## src/rtl/fifo_drain_arbiter_pkg.sv

```systemverilog
// Shared definitions for the FIFO drain arbiter: FSM state encoding and counter sizing.
package fifo_drain_arbiter_pkg;

  typedef enum logic [1:0] {
    ST_IDLE  = 2'd0,
    ST_READ  = 2'd1,
    ST_DRAIN = 2'd2
  } state_e;

  // Burst counter covers BURST up to 16 (counts 0..BURST-1).
  localparam int CNT_W = 4;

endpackage

```

## src/rtl/fifo_drain_arbiter_rr_pick.sv

```systemverilog
// Combinational round-robin picker: first eligible index strictly after last, wrapping to the lowest.
module fifo_drain_arbiter_rr_pick #(
  parameter int NREQ  = 3,
  parameter int SRC_W = 2
) (
  input  logic [NREQ-1:0]  elig_i,
  input  logic [SRC_W-1:0] last_i,
  output logic [SRC_W-1:0] pick_o,
  output logic             any_o
);

  logic [NREQ-1:0] hi_mask;
  logic [NREQ-1:0] hi_elig;

  always_comb begin
    hi_mask = '0;
    for (int i = 0; i < NREQ; i++) begin
      hi_mask[i] = (i > int'(last_i));
    end
    hi_elig = elig_i & hi_mask;

    // Lowest eligible overall is the wrap-around fallback; a candidate above last overrides it.
    pick_o = '0;
    for (int i = NREQ - 1; i >= 0; i--) begin
      if (elig_i[i]) pick_o = SRC_W'(i);
    end
    for (int i = NREQ - 1; i >= 0; i--) begin
      if (hi_elig[i]) pick_o = SRC_W'(i);
    end

    any_o = |elig_i;
  end

endmodule

```

## src/rtl/fifo_drain_arbiter.sv

```systemverilog
// Round-robin drain of NREQ source FIFO read ports into one sink FIFO write port, one fixed burst at a time.
//
//  state    | meaning
//  ---------+------------------------------------------------------------
//  ST_IDLE  | wait for sink room and an eligible source, then pick grant
//  ST_READ  | strobe rd_en on the granted source until the burst is done
//  ST_DRAIN | one cycle to catch the last in-flight word; record last
module fifo_drain_arbiter
  import fifo_drain_arbiter_pkg::*;
#(
  parameter int NREQ      = 3,
  parameter int DTA_WIDTH = 64,
  parameter int BURST     = 4,
  parameter int SRC_W     = 2
) (
  input  logic                      clk,
  input  logic                      rst,
  input  logic [NREQ*DTA_WIDTH-1:0] src_dout,
  input  logic [NREQ-1:0]           src_valid,
  input  logic [NREQ-1:0]           src_empty,
  input  logic [NREQ-1:0]           src_prog_empty,
  input  logic [NREQ-1:0]           src_underflow,
  output logic [NREQ-1:0]           src_rd_en,
  input  logic                      flush,
  output logic [DTA_WIDTH-1:0]      snk_din,
  output logic                      snk_wr_en,
  output logic [SRC_W-1:0]          snk_src,
  input  logic                      snk_prog_full,
  output logic                      busy,
  output logic                      error
);

  state_e                 state_q;
  logic [SRC_W-1:0]       grant_q;
  logic [SRC_W-1:0]       last_q;
  logic [CNT_W-1:0]       cnt_q;
  logic                   busy_q;
  logic                   error_q;
  logic                   wr_en_q;
  logic [DTA_WIDTH-1:0]   din_q;
  logic [SRC_W-1:0]       src_q;

  logic [NREQ-1:0]        elig;
  logic [SRC_W-1:0]       pick;
  logic                   any_elig;
  logic                   strobe;

  assign elig   = flush ? ~src_empty : ~src_prog_empty;
  assign strobe = (state_q == ST_READ) && !src_empty[grant_q];

  always_comb begin
    src_rd_en = '0;
    if (strobe) src_rd_en[grant_q] = 1'b1;
  end

  fifo_drain_arbiter_rr_pick #(
    .NREQ  (NREQ),
    .SRC_W (SRC_W)
  ) u_rr_pick (
    .elig_i (elig),
    .last_i (last_q),
    .pick_o (pick),
    .any_o  (any_elig)
  );

  always_ff @(posedge clk or negedge rst) begin
    if (!rst) begin
      state_q <= ST_IDLE;
      grant_q <= '0;
      last_q  <= SRC_W'(NREQ - 1);
      cnt_q   <= '0;
      busy_q  <= 1'b0;
      error_q <= 1'b0;
      wr_en_q <= 1'b0;
      din_q   <= '0;
      src_q   <= '0;
    end else begin
      // Sink path runs every cycle; grant holds through the first IDLE cycle so late valids stay attributed.
      wr_en_q <= src_valid[grant_q];
      din_q   <= src_dout[int'(grant_q)*DTA_WIDTH +: DTA_WIDTH];
      src_q   <= grant_q;
      error_q <= error_q | (src_underflow[grant_q] & busy_q);

      case (state_q)
        ST_IDLE: begin
          if (!snk_prog_full && any_elig) begin
            grant_q <= pick;
            cnt_q   <= '0;
            busy_q  <= 1'b1;
            state_q <= ST_READ;
          end
        end
        ST_READ: begin
          if (strobe) begin
            cnt_q <= cnt_q + CNT_W'(1);
            if (cnt_q == CNT_W'(BURST - 1)) state_q <= ST_DRAIN;
          end else if (flush) begin
            state_q <= ST_DRAIN;
          end
        end
        ST_DRAIN: begin
          last_q  <= grant_q;
          busy_q  <= 1'b0;
          state_q <= ST_IDLE;
        end
        default: begin
          busy_q  <= 1'b0;
          state_q <= ST_IDLE;
        end
      endcase
    end
  end

  assign snk_wr_en = wr_en_q;
  assign snk_din   = din_q;
  assign snk_src   = src_q;
  assign busy      = busy_q;
  assign error     = error_q;

endmodule

```

## config.mk

```make
export PLATFORM = sky130hd
export DESIGN_NAME = fifo_drain_arbiter
export DESIGN_NICKNAME = d
export VERILOG_FILES = /design/src/rtl/fifo_drain_arbiter_pkg.sv /design/src/rtl/fifo_drain_arbiter_rr_pick.sv /design/src/rtl/fifo_drain_arbiter.sv
export SDC_FILE = /design/constraint.sdc
export NUM_CORES = 1
export LEC_CHECK = 0
export ABC_CLOCK_PERIOD_IN_PS = 1700
export CAP_MARGIN = 20
export CORE_MARGIN = 4
export CORE_UTILIZATION = 31
export CTS_CLUSTER_SIZE = 40
export DETAILED_ROUTE_END_ITERATION = 10
export PLACE_DENSITY = 0.75
export SYNTH_ARGS = -nofsm -noshare
export SYNTH_HDL_FRONTEND = slang
export SYNTH_SLANG_ARGS = --single-unit
```

## constraint.sdc

```tcl
create_clock -name clk -period 1.7 [get_ports clk]
set_input_delay 0.34 -clock clk [delete_from_list [all_inputs] [get_ports clk]]
set_output_delay 0.34 -clock clk [all_outputs]
set_load 0.01 [all_outputs]
```

Word level (Yosys, flattened, before mapping)
Index checks and enable logic that the tools add are counted.
{"block": "word_totals", "elab_cells": 66, "inputBits": 208, "output_inout_bits": 72, "register_bits": 79}
{"block": "op_classes", "bitwise_logic": 6, "shift": 1, "eq_ne": 7, "n_reduce_logical": 12, "addsub": 1, "mux": 26, "n_lt_le_gt_ge": 4}
{"op": "$shiftx A192 B9 Y64", "n": 1}
{"op": "$mux W2", "n": 10}
{"op": "$mux W4", "n": 2}
{"op": "$pmux W4 S2", "n": 1}
{"op": "$bmux W1 S2", "n": 3}
{"op": "$mux W3", "n": 2}
{"op": "$not A3 Y3", "n": 2}
{"op": "$reduce_and A3 Y1", "n": 2}
{"op": "$mux W1", "n": 5}
{"op": "$add A4 B1 Y4 const B", "n": 1}
{"op": "$eq A4 B2 Y1 const B", "n": 1}
{"op": "$ne A2 B2 Y1 const B", "n": 2}
{"op": "$pmux W2 S2", "n": 1}
{"op": "$reduce_and A2 Y1", "n": 2}
{"op": "$and A3 B3 Y3", "n": 1}
{"op": "$logic_and A1 B1 Y1", "n": 3}
{"op": "$lt A2 B3 Y1 const B", "n": 1}
{"op": "$ne A3 B2 Y1 const B", "n": 1}
{"op": "$ne A3 B3 Y1 const B", "n": 1}
{"op": "$reduce_or A3 Y1", "n": 1}
{"op": "$demux W1 S2", "n": 1}
{"op": "$eq A2 B1 Y1 const B", "n": 1}
{"op": "$eq A2 B2 Y1 const B", "n": 1}
{"op": "$ge A2 B1 Y1 const B", "n": 1}
{"op": "other kinds (9)", "n": 10}

Depth between registers and ports, before layout
Gate-level depths: netlist of the first run.
{"block": "logic_depth", "word_depth": 8, "mapped_depth": 6, "mapped_depth_nobuf": 4}

Cells and area by module
Synthesis of the first run repeated with hierarchy kept, for this count alone.
{"block": "unflattened", "hier_cells": 349, "area_unflattened_um2": 3673.5}
{"module": "fifo_drain_arbiter", "seq_area_each_um2": 1978.1, "area_per_inst_um2": 3623.5, "cells_per_inst": 341, "instances": 1}
{"module": "fifo_drain_arbiter_rr_pick", "seq_area_each_um2": 0.0, "area_per_inst_um2": 50.0, "cells_per_inst": 8, "instances": 1}

Worst setup path after synthesis of the first run
No wires, ideal clock.
{"block": "synth_path", "path_kind": "register to output", "startpoint": "reg grant_q[1]", "endpoint": "out src_rd_en[2]", "n_path_buf": 2, "required_ns": 1.360, "arrival_time_ns": 1.651, "path_slack_ns": -0.291, "path_stages_with_launch": 6, "path_cell_list": "dfrtp_1 buf_6 mux2_4 a221o_1 clkbuf_1 nor3b_1"}
{"block": "synth_via", "elab_chain_cells": 5, "elab_cells_between_ends": 10, "classes_between": "order compare: 2; mux: 5; reduce/logical: 3"}
{"element": "start: declaration", "line": "fifo_drain_arbiter.sv:34", "rtl": "logic [SRC_W-1:0] grant_q;"}
{"element": "start signal: assignment", "line": "fifo_drain_arbiter.sv:87", "rtl": "grant_q <= pick;"}
{"element": "$lt A2 B3 Y1 (implied by the code), or another cell as far along", "line": "fifo_drain_arbiter.sv:53", "rtl": "if (strobe) src_rd_en[grant_q] = 1'b1;"}
{"element": "$logic_and A1 B1 Y1 (implied by the code) / $mux W1 (equally long branches)", "line": "fifo_drain_arbiter.sv:53, fifo_drain_arbiter.sv:49"}
{"element": "$mux W1 (implied by the code) / $logic_not A1 Y1 (equally long branches)", "line": "fifo_drain_arbiter.sv:53, fifo_drain_arbiter.sv:49"}
{"element": "$demux W1 S2 / $logic_and A1 B1 Y1 (equally long branches)", "line": "fifo_drain_arbiter.sv:53, fifo_drain_arbiter.sv:49"}
{"element": "$mux W3 *", "line": "fifo_drain_arbiter.sv:53"}
{"element": "end: declaration", "line": "fifo_drain_arbiter.sv:23", "rtl": "output logic [NREQ-1:0] src_rd_en,"}
Every way passes the cells marked *; elsewhere a longest branch is shown, timed or not. The select of a mux whose other input is x is not followed.

Final worst setup path of the first run
Ends and elaborated chain as after synthesis.

==> impl_metrics.yaml, run 1 <==
pwr:
  p_per_area_nw_per_um2: 1465
  power.leakage_uw: 0.002883
  total_power_uw: 10450
  irDropWorstVdd_uv: 1490
timing:
  final.setup_skew_ns: 0.003209
  period_needed_ns: 2.188
  hold_viol: 0
  rsz0062_at_grt: "true"
  drv_slew: 0
  holdWs_ns: 0.4640
  setup_ws_ns: -0.4877
  timing.final.crit_share_pct: 128.7
  relSlewSlack_pct: 69.82
  tightest_slew_ns: 0.4526
  timing.fmax_mhz: 457.1
  finalSetupViolCount: 9
route:
  viasPerCell: 4.799
  drc_errors: 0
  dr_total_vias: 3830
  drtPass1Iterations: 4
  ant_nets: 0
  wl_per_cell_um: 17.43
  drt_iter0_drc: 125
  drt_wl_total_um: 13910
worst_setup_path:
  crit_path_start_kind: "flip-flop"
  path_class: "reg -> out"
  crit_required_ns: 1.36
  arrival_ns: 1.85
  endpoint_kind: "primary output"
  path_max_fanout: 3
clock_tree:
  clock_path_buffers: 2
  cts_root_buf: "clkbuf_16"
  clk_latency_ns: 0.32
  clk_pin_slew_ns: 0.06
  cts_tree: "yes"
  htreeDepth: 3
  cts.sinks: 79
  cts_buffers: 9
die:
  num_rows: 39
  fp.dieH_um: 116.7
  die_x_um: 116.7
  initial_core_util_pct: 31.83
  die_area_um2: 13630
  core-area_um2: 11520
  io-pin-count: 280
logic_synthesis:
  syn-cell-area_um2: 3666
  syn-num-nets: 567
  yosysWarnings: 0
  synth_cells: 358
  seq_area_frac_synth_pct: 53.96
  synthDistinctLibCells: 33
  postSynthAreaPerCell_um2: 10.24
  ys_ff_latch: 79
run_status:
  violations: "setup timing"
  outcome: "finished with violations"
global_routing:
  antenna_found_initial: 1
  grt_use_total_pct: 19.24
  overflow: 0
  grt_start_max_net_pins: 67
  grt_pass1_wl_um: 20230
  first_global_vias: 3939
placed_design:
  place_area_um2: 6734
  portBuffers: 279
  place_hpwl_um: 10800
  detailedPlace.worstSlack_ns: -0.8314
  gp_congestion: 0.7882
layout:
  antenna_cells: 0
  area_growth_pct: 94.57
  drive_above_1_share_pct: 9.313
  final_area_um2: 7133
  fin_nets: 861
hold_path:
  hp-class: "reg -> reg"
run:
  maxCapViolations: 0
-- registers in the layout (all words and copies together), names as in the netlist --
name and flops:
last_q 2, snk_wr_en 1, grant_q 2, error 1
snk_src 2, busy 1, cnt_q 4, state_q 2
snk_din 64
-- critical path, cell delays in order, from the launching register on --
cell and delay, ns:
dfrtp_4 0.47, mux2_4 0.30, a221o_1 0.32, buf_6 0.14
nor3b_4 0.15, buf_2 0.15
-- metal layers --
metal / global-route usage, % / wire [um]
met5: 0 / 13
met4: 6.040 / 278
met3: 5.855 / 1251
met2: 35.31 / 7392
met1: 21.17 / 4975
-- stage by stage --
step	instances	setup TNS [ns]	utilization (%)
6_report	798	-3.143	61.94
5_1_grt	798	-3.614	61.94
4_1_cts	798	-3.183	61.66
3_5_place_dp	776	-4.976	58.47
3_3_place_gp	776	-4.506	58.47
2_1_floorplan	358	-0.3302	-
-- synthesized netlist by cell type --
cell,n,area share [%]
nand2_1,72,7.4
nor3b_1,2,0.41
mux2i_1,67,18
inv_1,3,0.31
o211ai_1,1,0.20
nor3_1,6,0.82
buf_6,1,0.31
o22ai_1,1,0.17
mux2_2,1,0.31
a21o_1,2,0.41
and2_1,1,0.17
ha_1,1,0.34
mux2_4,1,0.41
dfrtp_1,78,53
o21ai_1,12,1.6
a21oi_1,2,0.27
or3_1,1,0.17
nand3_1,5,0.68
o21a_1,1,0.20
buf_1,1,0.10
o2bb2ai_1,1,0.24
clkbuf_1,22,2.3
dfstp_2,1,0.72
nand4_1,1,0.17
nand4b_1,1,0.24
a221o_1,1,0.27
o31ai_1,1,0.20
nor2b_1,3,0.51
nor2_1,1,0.10
o21ai_0,63,8.6
a32oi_1,1,0.24
nand2b_1,2,0.34
a21bo_1,1,0.27
-- cell usage in the layout, fill, tap and decap left out, types with 3 or more instances in the layout --
| cell type | instances |
|---|---|
| buf_4 | 19 |
| nand3_1 | 3 |
| mux2i_1 | 67 |
| o21ai_0 | 63 |
| clkdlybuf4s50_1 | 275 |
| nand2_1 | 72 |
| clkbuf_16 | 9 |
| inv_1 | 3 |
| dfrtp_1 | 76 |
| o21ai_1 | 11 |
| buf_2 | 3 |
| nor3_1 | 4 |
| buf_6 | 6 |
-- path summary, 6_finish.rpt --
check,from,to,slack (ns),cells after the start
worst max-delay path,grant_q[1],src_rd_en[2],-0.49,5
worst min-delay path,error,error,0.46,1
worst max register to register,grant_q[1],state_q[0],-0.44,7
worst min register to register,error,error,0.46,1
max in group asynchronous,rst,snk_src[0],0.60,3
min in group asynchronous,rst,snk_din[22],0.54,2
-- kinds of logic (layout without fill, tap and decap cells) --
kind of cell             count (synthesis)  count (layout)  share of synthesized area [%]
buffers and inverters                   27             324                          2.969
AO/OA/AOI/OAI                           87              87                          12.73
multiplexers                            69              69                          19.01
flip-flops                              79              79                          53.96
adder cells (fa/ha/maj)                  1               1                         0.3412
AND/OR/NAND/NOR                         95              95                          10.99
-- where the power goes --
part / switching [uW] / leakage [uW] / internal (uW)
sequential: 325 / 0.000952 / 2780
combinational: 2610 / 0.00180 / 3010
clock: 680 / 0.000132 / 1050
total: 3620 / 0.00288 / 6830
-- layout make-up --
type | count | area [um^2]
fillers | 951 | 4383
repair buffers | 307 | 3038
flip-flops and latches | 79 | 1983
multi-input cells | 252 | 1657
clock buffers | 13 | 260.3
well taps | 143 | 178.9
inverters | 3 | 11.26
clock inverters | 1 | 5.005
-- what timing repair did --
item | 4_1_cts | 5_1_grt
setup endpoints to repair | 12 | 32
buffers inserted | 7 | 1
pin swaps | 3 | 4
hold buffers | 1 | 0
gates resized for setup | 25 | 9
endpoints found under the hold margin | 21 | 0
Note: power is estimated with default switching activity, not from simulation.
==> run 2: changes to the inputs <==
- CORE_MARGIN: 4 -> 5
- GPL_TIMING_DRIVEN: not set -> 0
- SYNTH_HIERARCHICAL: not set -> 1
==> run 2 against run 1 <==
The run still ends with setup timing left. Critical endpoint is now src_rd_en[0]. Highest routed layer is now met4. Maximum frequency grew 23%. Non-clock buffer count grew 16. Clock skew grew 0.0011 ns. Core utilization grew 1.1 points. Sequential cell count is the same. Power grew 2.0%.
==> impl_metrics.yaml, run 2 <==
run_status:
  outcome: "finished with violations"
  violations: "setup timing"
clock_tree:
  cts.sinks: 79
  htreeDepth: 3
  cts_root_buf: "clkbuf_16"
  cts_buffers: 9
  clock_path_buffers: 2
  clk_latency_ns: 0.33
  cts_tree: "yes"
  clk_pin_slew_ns: 0.06
route:
  wl_per_cell_um: 18.42
  ant_nets: 0
  drtPass1Iterations: 4
  drt_wl_total_um: 14870
  viasPerCell: 4.751
  drc_errors: 0
  dr_total_vias: 3834
  drt_iter0_drc: 138
worst_setup_path:
  crit-reg2reg-launch: "grant_q[0]"
  path_max_fanout: 5
  cp-startpoint: "grant_q[0]"
  rr_worst_depth: 7
  endpoint: "src_rd_en[0]"
  path_class: "reg -> out"
  crit_chain: "buf_6, clkbuf_16, nor4_4, buf_2"
  rrSetupSlack_ns: -0.02
  endpoint_kind: "primary output"
  arrival_ns: 1.44
  worstReg2RegEnd: "cnt_q[2]"
  critPathMaxStageDelay_ns: 0.40
  crit_path_start_kind: "flip-flop"
  slowest_stage: "dfrtp_1"
  crit_required_ns: 1.36
pwr:
  p_sw_uw: 3729
  switching_share_pct: 34.98
  irDropWorstVdd_uv: 619.2
  pwr-share-seq_pct: 28.9
  p_int_uw: 6930
  power.leakage_uw: 0.003081
  p_per_area_nw_per_um2: 1468
  power_frac_comb_pct: 54.9
  pwr-share-clk_pct: 16.3
layout:
  area_growth_pct: 97.62
  layout_commonest_cell: "clkdlybuf4s50_1"
  layout_common_cells: "clkdlybuf4s50_1 (268), dfrtp_1 (78), nand2_1 (72), mux2i_1 (70), o21ai_0 (68)"
  antenna_cells: 0
  fin_nets: 868
  largest_reg_flops: 64
  final_area_um2: 7259
  drive_above_1_share_pct: 11.45
placed_design:
  portBuffers: 279
  gp_congestion: 0.8178
  detailedPlace.worstSlack_ns: -0.7436
  place_hpwl_um: 11740
  place_area_um2: 6685
global_routing:
  overflow: 0
  grt_start_max_net_pins: 42
  grt_pass1_wl_um: 22640
  antenna_found_initial: 0
  grt_use_total_pct: 20.45
  first_global_vias: 4119
die:
  io-pin-count: 280
  die_x_um: 118.9
  core-area_um2: 11520
  die_area_um2: 14130
  fp.dieH_um: 118.9
  num_rows: 39
  initial_core_util_pct: 31.90
logic_synthesis:
  synth_top_cell_area_share_pct: 53.13
  syn-cell-area_um2: 3674
  yosysWarnings: 6
  synth.most_common_cell: "dfrtp_1"
  synth_common_cells: "dfrtp_1 (78), nand2_1 (73), mux2i_1 (72)"
  synthTopCellsByArea: "dfrtp_1 (53%), mux2i_1 (20%), o21ai_0 (9.4%)"
  synthDistinctLibCells: 31
  syn-num-nets: 558
  synth_flop_cell: "dfrtp_1"
  synth_edf_count: 0
  synth_cells: 349
  yosys.area.top_type: "dfrtp_1"
  postSynthAreaPerCell_um2: 10.53
  ys_ff_latch: 79
  seq_area_frac_synth_pct: 53.85
  ys_async_sr_fraction_pct: 100.0
timing:
  hold_viol: 0
  rsz0062_at_grt: "true"
  relSlewSlack_pct: 63.94
  timing.fmax_mhz: 562.2
  final.setup_skew_ns: 0.004322
  timing.final.crit_share_pct: 104.6
  period_needed_ns: 1.779
  tightest_slew_ns: 0.5409
  finalSetupViolCount: 5
  drv_slew: 0
  setup_ws_ns: -0.07858
hold_path:
  hold_path_depth: 3
  hp-class: "in -> reg"
run:
  maxCapViolations: 0
-- run 2: stage by stage --
stage / hold WS, ns / setup TNS (ns) / cells / utilization, % / power, uW
6_report: 0.3534 / -0.1912 / 807 / 63.04 / 10660
4_1_cts: 0.3950 / -0.2707 / 801 / 62.01 / 10540
5_1_grt: 0.3408 / -0.8057 / 807 / 63.04 / 11350
2_1_floorplan: 0.04441 / 0 / 349 / - / 5484
3_3_place_gp: 0.3562 / -220.74 / 771 / 57.90 / 8269
3_5_place_dp: 0.3514 / -14.34 / 772 / 58.05 / 8384
-- run 2: critical path: cells and delay by family, from the launching register on --
kind	cells	cell delay, ns
buffers and inverters	3	0.46
flip-flops	1	0.40
AND/OR/NAND/NOR	1	0.24
-- run 2: layout make-up --
class                   count  area, um^2
fillers                   964        4257
repair buffers            302        2978
flip-flops and latches     79        1978
multi-input cells         244        1700
clock buffers               9       225.2
well taps                 143       178.9
plain buffers              21       143.9
clock inverters             7       40.04
inverters                   2       15.01
-- run 2: power groups by stage --
stage | Sequential (uW) | Clock [uW] | Combinational [uW]
4_1_cts | 3070 | 1780 | 5690
5_1_grt | 3170 | 1870 | 6310
2_1_floorplan | 3500 | 0 | 1980
3_5_place_dp | 3100 | 0 | 5280
3_3_place_gp | 3060 | 0 | 5200
6_report | 3080 | 1730 | 5850
-- run 2: metal layers --
layer  global-route usage (%)  up-vias  routed length, um
li1                         -     1834                  -
met1                    22.67     1799               5582
met2                    37.41      181               7854
met3                    6.161       20               1108
met4                    6.662        0                322
met5                        0        -                  0
-- run 2: kinds of logic (layout without fill, tap and decap cells) --
group | count (synthesis) | after routing | share of synthesized area, %
AND/OR/NAND/NOR | 92 | 92 | 10.70
multiplexers | 76 | 76 | 20.95
flip-flops | 79 | 79 | 53.85
AO/OA/AOI/OAI | 75 | 75 | 11.17
adder cells (fa/ha/maj) | 1 | 1 | 0.3405
buffers and inverters | 26 | 341 | 2.997
-- run 2: worst min-delay path by stage --
stage               startpoint    endpoint  slack [ns]
floorplan                  rst        busy        0.04
global placement    grant_q[1]  snk_src[1]        0.36
detailed placement         rst       error        0.35
CTS                 grant_q[1]  snk_src[1]        0.39
global route             flush  state_q[1]        0.34
finish                   flush  state_q[1]        0.35
-- run 2: timing repair --
item	in CTS	in global routing
resized for setup	49	23
endpoints found under the setup margin	52	32
hold buffers	1	0
pin swaps	3	7
endpoints found under the hold margin	8	0
buffers inserted	14	7
==> run 3: changes to the inputs <==
- CAP_MARGIN: 20 -> 15
==> results of run 3 <==
Same layout as run 2: the final DEF is identical, and so are final timing and power.
==> RTL edit: new RTL, settings of run 2 <==
Put one more register stage on the output `error`. The value now appears one clock later. The other outputs are not delayed to match.
--- a/src/rtl/fifo_drain_arbiter.sv
+++ b/src/rtl/fifo_drain_arbiter.sv
@@ -115,7 +115,9 @@
   assign snk_din   = din_q;
   assign snk_src   = src_q;
   assign busy      = busy_q;
-  assign error     = error_q;
+  always_ff @(posedge clk) begin
+    error <= error_q;
+  end
 
 endmodule
 
Check against the original RTL: not equivalent (a bounded check fails within 4 cycles, from zero or initial values and one cycle with rst low).
==> RTL edit against run 2 <==
Via count up 0.31%; final cell count down 0.37%; design area up 0.50%; setup slack worse by 0.11 ns; sequential cell count up 1; synthesized cell count up 0.29%; wire length down 1.0%; power up 2.5%; largest power group unchanged; critical path type unchanged; the run still ends with setup timing left; highest routed layer unchanged; first-iteration DRC count up 25%; area after synthesis up 0.54%.
==> RTL edit: results <==
metrics = {
    "clock_tree": {
        "postCtsResizedCells": 52,
        "numCtsBuffers": 9,
        "cts_root_buf": "clkbuf_16",
        "h-tree-depth": 3,
        "postCtsSetupBuffers": 14,
        "insertion_delay_ns": 0.32,
        "clk_pin_slew_worst_paths_ns": 0.06,
        "clock_path_buffers": 2,
        "hold_buffers": 1,
    },
    "synth": {
        "synth_xor_xnor_area_share_pct": 0,
        "ys_top_cells_by_area": "dfrtp_1, mux2i_1, o21ai_0",
        "synth_compound_area_share_pct": 11.1,
        "yosys-top-cells-count": "dfrtp_1, nand2_1, mux2i_1",
        "synth.mux.area_fraction_pct": 20.8,
        "synth.distinct_cells": 32,
        "synthAdderAreaFrac_pct": 0.339,
        "synth-warning-count": 6,
        "syn_nets": 559,
        "ys_async_sr_fraction_pct": 98.8,
        "synth_top_family_by_area": "multiplexers",
        "yosysTopAreaCellShare_pct": 52.8,
        "seq_area_frac_synth_pct": 54.1,
    },
    "placement": {
        "pre_cts_slack_ns": -0.722,
        "numPortBuffers": 279,
        "dp_hpwl_um": 11700,
        "placed_cell_area_mm2": 0.00671,
        "place.gp.congestion": 0.790,
    },
    "pwr": {
        "p_leak_nw": 3.08,
        "peakVddDrop_uv": 746,
        "swShare_pct": 33.7,
    },
    "run_status": {
        "status": "finished, violations left",
        "failed_checks": "setup timing",
    },
    "route": {
        "drtIter0Drc": 172,
        "dr.pass1.iters": 6,
        "wl_per_cell_um": 18.3,
        "avgViaCountPerCell": 4.78,
    },
    "timing": {
        "setup_ws_ns": -0.192,
        "finalSetupTns_ns": -0.765,
        "finClkSkew_ns": 0.00451,
        "hold_viol_final": 0,
        "setup_viol": 8,
        "worstMarginPinSlew_ns": 0.419,
    },
    "min_path": {
        "hold_path_class": "in2reg",
    },
    "finish": {
        "fin_area_mm2": 0.00730,
        "fin_nets": 865,
        "fill_cells": 985,
        "largest_reg_flops": 64,
        "drive_above_1_share_pct": 10.7,
        "diodes": 0,
    },
    "global_routing": {
        "grt_max_degree": 50,
        "grt_pass1_wl_um": 22300,
        "grt_antenna_before_repair": 0,
        "grt_use_total_pct": 20.0,
        "grt_pass1_vias": 4202,
    },
    "setup_path": {
        "cpPeakStageDelay_ns": 0.36,
        "crit_slowest_cell": "dfrtp_1",
        "cpLargestDelayFamily": "buffers and inverters",
        "cp_max_fo": 5,
        "worstPathArrival_ns": 1.55,
    },
}
[RTL edit: cell types whose count changed after synthesis, sizes merged]
cell | run 2 | this run
dfxtp | 0 | 1
[RTL edit: metrics by stage]
stage	cells	power, mW
final	804	10.9
after global routing	804	11.6
after CTS	803	10.9
after detailed placement	773	8.45
after global placement	772	8.31
after floorplan	350	5.51
[RTL edit: power by group through the flow]
stage	sequential, mW	clock, mW	combinational, mW
finish	3.11	2.02	5.80
global route	3.21	2.16	6.21
CTS	3.12	2.06	5.72
detailed placement	3.13	0	5.32
global placement	3.10	0	5.21
floorplan	3.52	0	1.98
[RTL edit: area by class of cell]
type | count | area share (%)
Inverter | 2 | 0.154
Multi-Input combinational cell | 244 | 23.0
Clock buffer | 14 | 3.89
Clock inverter | 2 | 0.480
Sequential cell | 80 | 27.4
Timing Repair Buffer | 297 | 40.2
Buffer | 22 | 2.37
Tap cell | 143 | 2.45
[RTL edit: final timing paths]
check | start | endpoint | slack (ns) | depth (start not counted)
worst max-delay path | grant_q[1]$_DFFE_PN0P_ | src_rd_en[2] | -0.19 | 5
worst min-delay path | flush | state_q[1]$_DFFE_PN0P_ | 0.37 | 3
worst max register to register | grant_q[0]$_DFFE_PN0P_ | state_q[0]$_DFFE_PN0P_ | -0.10 | 7
worst min register to register | error_q$_DFF_PN0_ | error$_DFF_P_ | 0.37 | 0
max in group asynchronous | rst | snk_din[0]$_DFF_PN0_ | 0.62 | 3
min in group asynchronous | rst | error_q$_DFF_PN0_ | 0.50 | 2
[RTL edit: metal layers]
layer  share of wire, %  up-vias  track usage [%]
met2                 53      198             36.6
met4                3.0        0             7.60
met3                7.8       32             5.12
met5                  0        -                0
li1                   -     1826                -
met1                 36     1790             22.1
